$ cat config.mk
export PLATFORM = sky130hd
export DESIGN_NAME = adsr_envelope_gen_flat
export DESIGN_NICKNAME = d
export VERILOG_FILES = /design/src/rtl/adsr_envelope_gen_if.sv /design/src/rtl/adsr_envelope_gen.sv /design/src/flat_wrapper.sv
export SDC_FILE = /design/constraint.sdc
export NUM_CORES = 1
export LEC_CHECK = 0
export CORE_ASPECT_RATIO = 0.6
export CORE_MARGIN = 4
export CORE_UTILIZATION = 30
export CTS_CLUSTER_SIZE = 28
export DETAILED_ROUTE_END_ITERATION = 8
export PLACE_DENSITY_LB_ADDON = 0.25
export REMOVE_ABC_BUFFERS = 1
export SLEW_MARGIN = 20
export SYNTH_ARGS = -nofsm -noshare
export SYNTH_HDL_FRONTEND = slang
export SYNTH_SLANG_ARGS = --single-unit
$ cat constraint.sdc
create_clock -name clk_i -period 12.4 [get_ports clk_i]
set_clock_uncertainty 0.05 [all_clocks]
set_input_delay 1.24 -clock clk_i [delete_from_list [all_inputs] [get_ports clk_i]]
set_output_delay 1.24 -clock clk_i [all_outputs]
set_load 0.005 [all_outputs]
$ cat src/rtl/adsr_envelope_gen_if.sv
// adsr_envelope_gen_if: gate, rate/sustain controls, duty path and status of adsr_envelope_gen
interface adsr_envelope_gen_if #(
    parameter int BW = 24,
    parameter int ENV_W = 8,
    parameter int RATE_W = 8
);
    logic              gate_i;
    logic [RATE_W-1:0] attack_rate_i;
    logic [RATE_W-1:0] decay_rate_i;
    logic [ENV_W-1:0]  sustain_lvl_i;
    logic [RATE_W-1:0] release_rate_i;
    logic [BW-1:0]     duty_i;
    logic [BW-1:0]     duty_o;
    logic [ENV_W-1:0]  env_level_o;
    logic [2:0]        state_o;
    logic              busy_o;
    modport master (
        output gate_i, attack_rate_i, decay_rate_i, sustain_lvl_i, release_rate_i, duty_i,
        input  duty_o, env_level_o, state_o, busy_o
    );
    modport slave (
        input  gate_i, attack_rate_i, decay_rate_i, sustain_lvl_i, release_rate_i, duty_i,
        output duty_o, env_level_o, state_o, busy_o
    );
endinterface

$ cat src/rtl/adsr_envelope_gen.sv
// adsr_envelope_gen: ADSR envelope shaper scaling a PWM duty word by the envelope level.
// Define ADSR_EXP_RELEASE_EN for an exponential-like release (decrement max(1, level>>3)).
module adsr_envelope_gen #(
    parameter int BW = 24,
    parameter int ENV_W = 8,
    parameter int RATE_W = 8
) (
    input logic clk_i,
    input logic rst_i,
    adsr_envelope_gen_if.slave bus
);
    localparam logic [ENV_W-1:0] ENV_MAX = '1;
    typedef enum logic [2:0] {
        IDLE    = 3'd0,
        ATTACK  = 3'd1,
        DECAY   = 3'd2,
        SUSTAIN = 3'd3,
        RELEASE = 3'd4
    } state_t;
    state_t            state, state_n;
    logic [ENV_W-1:0]  level, level_n, rel_dec;
    logic [RATE_W-1:0] rate_cnt, cnt_n, rate_sel, cnt_adv;
    logic [BW-1:0]     duty_q, duty_n;
    logic              gate_q, rise, fall, step;
    assign rise = bus.gate_i & ~gate_q;
    assign fall = ~bus.gate_i & gate_q;
    assign rate_sel = (state == ATTACK) ? bus.attack_rate_i :
                      (state == DECAY)  ? bus.decay_rate_i  : bus.release_rate_i;
    assign step = rate_cnt >= rate_sel;
    assign cnt_adv = step ? '0 : rate_cnt + 1'b1;
`ifdef ADSR_EXP_RELEASE_EN
    assign rel_dec = ((level >> 3) == '0) ? ENV_W'(1) : (level >> 3);
`else
    assign rel_dec = ENV_W'(1);
`endif
    assign duty_n = BW'(((BW+ENV_W)'(bus.duty_i) * (BW+ENV_W)'(level)) >> ENV_W);
    always_comb begin
        state_n = state;
        level_n = level;
        cnt_n = '0;
        if (rise) begin
            state_n = ATTACK;
        end else if (fall && (state == ATTACK || state == DECAY || state == SUSTAIN)) begin
            state_n = RELEASE;
        end else begin
            case (state)
                ATTACK: begin
                    cnt_n = cnt_adv;
                    if (step) begin
                        level_n = (level == ENV_MAX) ? ENV_MAX : level + 1'b1;
                        state_n = (level >= ENV_MAX - 1'b1) ? DECAY : ATTACK;
                    end
                end
                DECAY: begin
                    // sustain check precedes the rate step so a high sustain is entered at once
                    if (level <= bus.sustain_lvl_i) begin
                        level_n = bus.sustain_lvl_i;
                        state_n = SUSTAIN;
                    end else begin
                        cnt_n = cnt_adv;
                        if (step) level_n = level - 1'b1;
                    end
                end
                SUSTAIN: level_n = bus.sustain_lvl_i;
                RELEASE: begin
                    if (level == '0) begin
                        state_n = IDLE;
                    end else begin
                        cnt_n = cnt_adv;
                        if (step) begin
                            level_n = (level > rel_dec) ? level - rel_dec : '0;
                            state_n = (level > rel_dec) ? RELEASE : IDLE;
                        end
                    end
                end
                default: begin
                    level_n = '0;
                    state_n = IDLE;
                end
            endcase
        end
    end
    always_ff @(posedge clk_i or posedge rst_i) begin
        if (rst_i) begin
            state <= IDLE;
            level <= '0;
            rate_cnt <= '0;
            gate_q <= 1'b0;
            duty_q <= '0;
        end else begin
            state <= state_n;
            level <= level_n;
            rate_cnt <= cnt_n;
            gate_q <= bus.gate_i;
            duty_q <= duty_n;
        end
    end
    assign bus.duty_o = duty_q;
    assign bus.env_level_o = level;
    assign bus.state_o = state;
    assign bus.busy_o = state != IDLE;
endmodule

$ cat src/flat_wrapper.sv
// flat-port wrapper written by rule: the top's interface ports become plain ports
module adsr_envelope_gen_flat 
#(
    parameter int BW = 24,
    parameter int ENV_W = 8,
    parameter int RATE_W = 8
)
  (clk_i, rst_i, bus_gate_i, bus_attack_rate_i, bus_decay_rate_i, bus_sustain_lvl_i, bus_release_rate_i, bus_duty_i, bus_duty_o, bus_env_level_o, bus_state_o, bus_busy_o);
  adsr_envelope_gen_if #(.BW(BW), .ENV_W(ENV_W), .RATE_W(RATE_W)) bus_i ();
  input logic clk_i;
  input logic rst_i;
  input wire logic [$bits(bus_i.gate_i)-1:0] bus_gate_i;
  input wire logic [$bits(bus_i.attack_rate_i)-1:0] bus_attack_rate_i;
  input wire logic [$bits(bus_i.decay_rate_i)-1:0] bus_decay_rate_i;
  input wire logic [$bits(bus_i.sustain_lvl_i)-1:0] bus_sustain_lvl_i;
  input wire logic [$bits(bus_i.release_rate_i)-1:0] bus_release_rate_i;
  input wire logic [$bits(bus_i.duty_i)-1:0] bus_duty_i;
  output wire logic [$bits(bus_i.duty_o)-1:0] bus_duty_o;
  output wire logic [$bits(bus_i.env_level_o)-1:0] bus_env_level_o;
  output wire logic [$bits(bus_i.state_o)-1:0] bus_state_o;
  output wire logic [$bits(bus_i.busy_o)-1:0] bus_busy_o;
  assign bus_i.gate_i = bus_gate_i;
  assign bus_i.attack_rate_i = bus_attack_rate_i;
  assign bus_i.decay_rate_i = bus_decay_rate_i;
  assign bus_i.sustain_lvl_i = bus_sustain_lvl_i;
  assign bus_i.release_rate_i = bus_release_rate_i;
  assign bus_i.duty_i = bus_duty_i;
  assign bus_duty_o = bus_i.duty_o;
  assign bus_env_level_o = bus_i.env_level_o;
  assign bus_state_o = bus_i.state_o;
  assign bus_busy_o = bus_i.busy_o;
  adsr_envelope_gen #(.BW(BW), .ENV_W(ENV_W), .RATE_W(RATE_W)) u_core (.clk_i(clk_i), .rst_i(rst_i), .bus(bus_i));
endmodule
Yosys cells after proc, flatten, opt, wreduce, memory -nomap -nowiden
Index checks and enable logic that the tools add are counted.
{"block": "classes", "mul": 1, "order_cmp": 4, "eq_ne": 13, "reduce_logical": 7, "bitwise_logic": 6, "mux": 25, "addsub": 3, "n_shift": 0, "div": 0}
{"cell": "$mux 8", "count": 14}
{"cell": "$mul 24x8->32", "count": 1}
{"cell": "$pmux 8 s4", "count": 1}
{"cell": "$pmux 8 s3", "count": 1}
{"cell": "$mux 3", "count": 7}
{"cell": "$add 8x1->8 const B", "count": 2}
{"cell": "$pmux 3 s4", "count": 1}
{"cell": "$eq 8x8->1 const B", "count": 1}
{"cell": "$ge 8x8->1", "count": 1}
{"cell": "$ge 8x8->1 const B", "count": 1}
{"cell": "$gt 8x1->1 const B", "count": 1}
{"cell": "$le 8x8->1", "count": 1}
{"cell": "$logic_not 8->1", "count": 1}
{"cell": "$sub 8x1->8 const B", "count": 1}
{"cell": "$eq 3x2->1 const B", "count": 2}
{"cell": "$ne 3x2->1 const B", "count": 2}
{"cell": "$reduce_and 6->1", "count": 1}
{"cell": "$ne 5x1->1 const B", "count": 1}
{"cell": "$ne 2x1->1 const B", "count": 2}
{"cell": "$ne 4x2->1 const B", "count": 1}
{"cell": "$ne 4x3->1 const B", "count": 1}
{"cell": "$not 1->1", "count": 4}
{"cell": "$reduce_and 4->1", "count": 1}
{"cell": "$eq 3x1->1 const B", "count": 1}
{"cell": "other kinds (7)", "count": 9}
{"block": "word_totals", "reg_bits": 44, "in_bits": 59, "mem_bits_rw": 0, "memories": 0, "mem_bits_ro": 0, "word_cells": 64, "latchBits": 0}

Logic depth before layout (Yosys ltp)
{"block": "logic_depth", "word_depth": 9, "mapped_depth": 20, "depth_no_buf": 17}

Least setup slack after synthesis
OpenSTA, ideal clock, no wires.
{"block": "synth_timing", "path_kind": "input -> register", "start": "in bus_duty_i[1]", "end": "reg u_core.duty_q[22], in the netlist u_core.bus.duty_o[22]", "t_required_ns": 12.227, "slack_ns": 7.094, "arrival_ns": 5.133, "cell_stages": 15, "setup_time_ns": 0.123, "path_cell_list": "and2_1 > fa_1 > fa_1 > inv_1 > fa_1 > inv_1 > fa_1 > ha_1 > a211oi_1 > o21ai_1 > a211oi_1 > or4_1 > nand2_2 > a221o_1 > xor2_1"}
{"block": "synth_via", "elab_chain_len": 1}
{"item": "from (decl)", "line": "flat_wrapper.sv:17", "text": "input wire logic [$bits(bus_i.duty_i)-1:0] bus_duty_i;"}
{"item": "$mul 24x8->32", "line": "adsr_envelope_gen.sv:36", "text": "assign duty_n = BW'(((BW+ENV_W)'(bus.duty_i) * (BW+ENV_W)'(level)) >> ENV_W);"}
{"item": "via u_core.duty_n[22]", "line": "adsr_envelope_gen.sv:23", "text": "logic [BW-1:0] duty_q, duty_n;"}
{"item": "to (signal assigned)", "line": "adsr_envelope_gen.sv:95", "text": "duty_q <= duty_n;"}
{"item": "to (decl)", "line": "adsr_envelope_gen.sv:23"}
The timed path passes the listed nets, and every way through them passes these cells.
A chain may end at the register's enable or synchronous reset.

Worst setup path in the final report
{"block": "layout_timing", "start": "in bus_duty_i[3]", "end": "reg u_core.duty_q[22], in the netlist u_core.bus.duty_o[22]"}
Same word-level chain as after synthesis.

==> impl_metrics.py <==
metrics = {
    "status": {
        "status": "completed",
    },
    "critical_path": {
        "r2r-start": "u_core.bus.env_level_o[4]",
        "critPathMaxFanout": 8,
        "reg2reg_depth": 17,
        "cp_slowest_stage_delay_ps": 590,
        "startpoint_type": "input pin",
        "crit_start": "bus_duty_i[3]",
        "cpMostUsedCell": "fa_1",
        "path_cells": "clkdlybuf4s50_1, and2_1, fa_1, fa_1, fa_1, inv_1, fa_1, inv_1, ha_1, nand4_1, a21oi_1, a211oi_1, buf_4, or4_1, nand2_2, a221o_1, xor2_1",
        "critPathArrivalTime_ps": 6220,
        "slowest_stage": "clkdlybuf4s50_1",
        "crit_end": "u_core.bus.duty_o[22]",
        "critPathKind": "in2reg",
        "reg2reg_slack_ps": 6890,
        "end_kind": "flip-flop",
        "r2r_end": "u_core.bus.duty_o[22]",
        "cp.required_ps": 12580,
    },
    "routing": {
        "via_count": 6565,
        "drt_iter0_markers": 435,
        "wirelength_mm": 22.78,
        "route.detailed.drc": 0,
        "wl_per_cell_um": 16.75,
        "postRouteAntennaNets": 0,
        "drtPass1Iterations": 5,
        "avgViaCountPerCell": 4.827,
    },
    "logic_synthesis": {
        "ys_seq_area_share_pct": 13.13,
        "synth_area_per_cell_sq_um": 9.112,
        "syn_inst": 920,
        "syn-cell-area_sq_um": 8383,
        "ys.flop_type": "dfrtp_1",
        "ys_ff_latch": 44,
        "synthArstFlopShare_pct": 100.0,
        "ys.warnings.count": 0,
        "synth_edf_count": 0,
        "yosysUniqueCellTypes": 63,
    },
    "clock_network": {
        "htree_num_levels": 2,
        "clk-insertion-delay-late_ps": 310,
        "cts_buffers": 5,
        "clkTransAtPathRegs_ps": 80,
        "numClockSinks": 44,
        "cts_tree": "built",
        "cts_max_path_buffers": 2,
        "cts_resized": 0,
        "cts_hold_buf": 0,
        "clock-root-buffer": "clkbuf_16",
        "post-cts-setup-buffer-count": 0,
    },
    "global_routing": {
        "grt_start_max_net_pins": 45,
        "grt-busiest-layer": "met1",
        "grt_pass1_vias": 6589,
        "grt_pass1_wl_mm": 37.27,
        "antenna_found_initial": 0,
        "met2_usage_pct": 20.39,
        "grt_overflow": 0,
        "grt_usage_pct": 15.37,
        "met3_usage_pct": 2.470,
        "grtUsageMet1_pct": 25.91,
    },
    "floorplanning": {
        "fp-row-count": 47,
        "ioPinCount": 95,
        "dieArea_sq_um": 30770,
        "initial_core_util_pct": 30.46,
        "die_x_um": 223.8,
        "die_h_um": 137.5,
        "core_region_area_sq_um": 27520,
    },
    "layout": {
        "antennaDiodeCount": 0,
        "final_area_sq_um": 9868,
        "fin_nets": 1253,
        "synthToLayoutAreaGrowth_pct": 17.72,
        "drive_gt1_share_pct": 3.424,
    },
    "placement": {
        "dp_hpwl_mm": 18.30,
        "pre_cts_slack_ps": 6066,
        "gp_congestion": 0.8268,
        "numPortBuffers": 94,
        "place_area_sq_um": 9694,
    },
    "sta": {
        "setup_slack_ps": 6361,
        "setup_viol": 0,
        "fmax_ghz": 0.1656,
        "hold_viol": 0,
        "relSlewSlack_pct": 40.90,
        "slew_violations": 0,
        "post-route-min-period_ps": 6039,
        "max_slew.worst_pin.slew_ps": 886.5,
        "min_period_over_period_pct": 48.70,
        "rsz0062_at_grt": "false",
        "finalSetupTns_ps": 0,
    },
    "power_and_ir_drop": {
        "ir_drop_uv": 84.51,
        "p_per_area_nw_per_um2": 217.6,
        "p_leak_nw": 4.814,
    },
    "run": {
        "drv_cap": 0,
    },
    "hold_path": {
        "min_path_type": "reg2reg",
    },
}
-- sequential cells by signal (all words and copies together), names as in the netlist --
signal,cells
u_core.bus.duty_o,24
u_core.rate_cnt,8
u_core.bus.env_level_o,8
u_core.bus.state_o,3
u_core.gate_q,1
-- cell type report --
type / instances / area [sq um]
flip-flops and latches: 44 / 1101
multi-input cells: 717 / 6671
inverters: 121 / 455.4
fillers: 2888 / 17650
clock buffers: 5 / 125.1
clock inverters: 3 / 47.55
well taps: 367 / 459.2
repair buffers: 103 / 1008
-- worst min-delay path by stage --
stage | from | end | depth (start not counted)
finish | u_core.rate_cnt[0] | u_core.rate_cnt[0] | 1
global route | u_core.rate_cnt[0] | u_core.rate_cnt[0] | 1
CTS | u_core.rate_cnt[0] | u_core.rate_cnt[0] | 1
detailed placement | u_core.rate_cnt[0] | u_core.rate_cnt[0] | 1
global placement | u_core.rate_cnt[0] | u_core.rate_cnt[0] | 1
floorplan | u_core.rate_cnt[0] | u_core.rate_cnt[0] | 1
-- metrics by stage --
step	power (mW)	instances	hold slack, ps	util [%]
floorplan	1.414	882	416.6	-
detailed placement	1.981	1352	471.2	35.22
global route	2.396	1360	516.3	35.86
CTS	2.169	1360	483.0	35.85
global placement	1.972	1352	466.4	35.22
finish	2.148	1360	482.6	35.86
-- synth_stat cells, types with 7 or more instances --
library cell  number  area (sq um)
a21oi_1           31         155.2
clkbuf_1          31         116.4
fa_1             131          2623
xor2_1            11         96.34
a21o_1            15         112.6
a221oi_1           7         61.31
a211oi_1           9         67.56
and2_1           156         975.9
inv_1            121         454.2
nand4_1           10         62.56
nor3_1            12         60.06
xnor2_1           17         148.9
nor2_1            40         150.1
o22ai_1            7         43.79
o21ai_0           30         150.1
dfrtp_1           44          1101
nand3_1           13         65.06
nor2b_1            7         43.79
a31oi_1            7         43.79
nand2_1           61         229.0
ha_1              71         888.4
o22a_1             9         78.83
-- power by group --
| part | switching [mW] | internal (mW) |
|---|---|---|
| logic | 1.01 | 0.714 |
| registers | 0.0569 | 0.202 |
| clock network | 0.0705 | 0.0961 |
| total | 1.14 | 1.01 |
-- logic make-up (layout without fill, tap and decap cells) --
| kind of cell | after synthesis | in the layout | share of synthesized area, % |
|---|---|---|---|
| AND/OR/NAND/NOR | 335 | 335 | 22.22 |
| adder cells (fa/ha/maj) | 203 | 203 | 42.00 |
| buffers and inverters | 159 | 232 | 7.284 |
| AO/OA/AOI/OAI | 150 | 150 | 12.31 |
| flip-flops | 44 | 44 | 13.13 |
| XOR/XNOR | 28 | 28 | 2.925 |
| multiplexers | 1 | 1 | 0.1194 |
-- routing by layer --
layer  up-vias  wire length, um
met5         -                0
met4         0              134
met3         8             1229
met2       156             8903
met1      3249            12510
li1       3152                -
-- cells in the final DEF, fill, tap and decap left out, types with 3 or more instances in the layout --
| master | netlist | layout |
|---|---|---|
| nand2_1 | 61 | 61 |
| a21o_1 | 15 | 15 |
| o22ai_1 | 7 | 7 |
| fa_1 | 131 | 131 |
| clkbuf_16 | 0 | 5 |
| xor2_1 | 11 | 11 |
| and3_1 | 5 | 5 |
| o211ai_1 | 4 | 4 |
| or2_2 | 4 | 4 |
| or3_1 | 3 | 3 |
| a211oi_1 | 9 | 9 |
| o22a_1 | 9 | 9 |
| xnor2_1 | 17 | 17 |
| and2_1 | 156 | 156 |
| buf_4 | 2 | 9 |
| dfrtp_1 | 44 | 44 |
| nand3_1 | 13 | 13 |
| nand2b_1 | 4 | 4 |
| nand3b_1 | 3 | 3 |
| a31oi_1 | 7 | 7 |
| nor2b_1 | 7 | 7 |
| clkdlybuf4s50_1 | 0 | 94 |
| a221oi_1 | 7 | 7 |
| or4_1 | 3 | 3 |
| a21oi_1 | 31 | 31 |
| nor2_1 | 40 | 40 |
| ha_1 | 71 | 71 |
| nor3_1 | 12 | 12 |
| o21ai_0 | 30 | 30 |
| and4_1 | 3 | 3 |
| o21a_1 | 4 | 4 |
| o21bai_1 | 4 | 4 |
| nand4_1 | 10 | 10 |
| inv_1 | 121 | 120 |
-- critical path: cells and delay by family --
| kind | cells | cell delay (ps) |
|---|---|---|
| adder cells (fa/ha/maj) | 5 | 2420 |
| AND/OR/NAND/NOR | 4 | 1110 |
| buffers and inverters | 4 | 870 |
| AO/OA/AOI/OAI | 3 | 440 |
| XOR/XNOR | 1 | 140 |
Power figures use the tool's default switching activity.
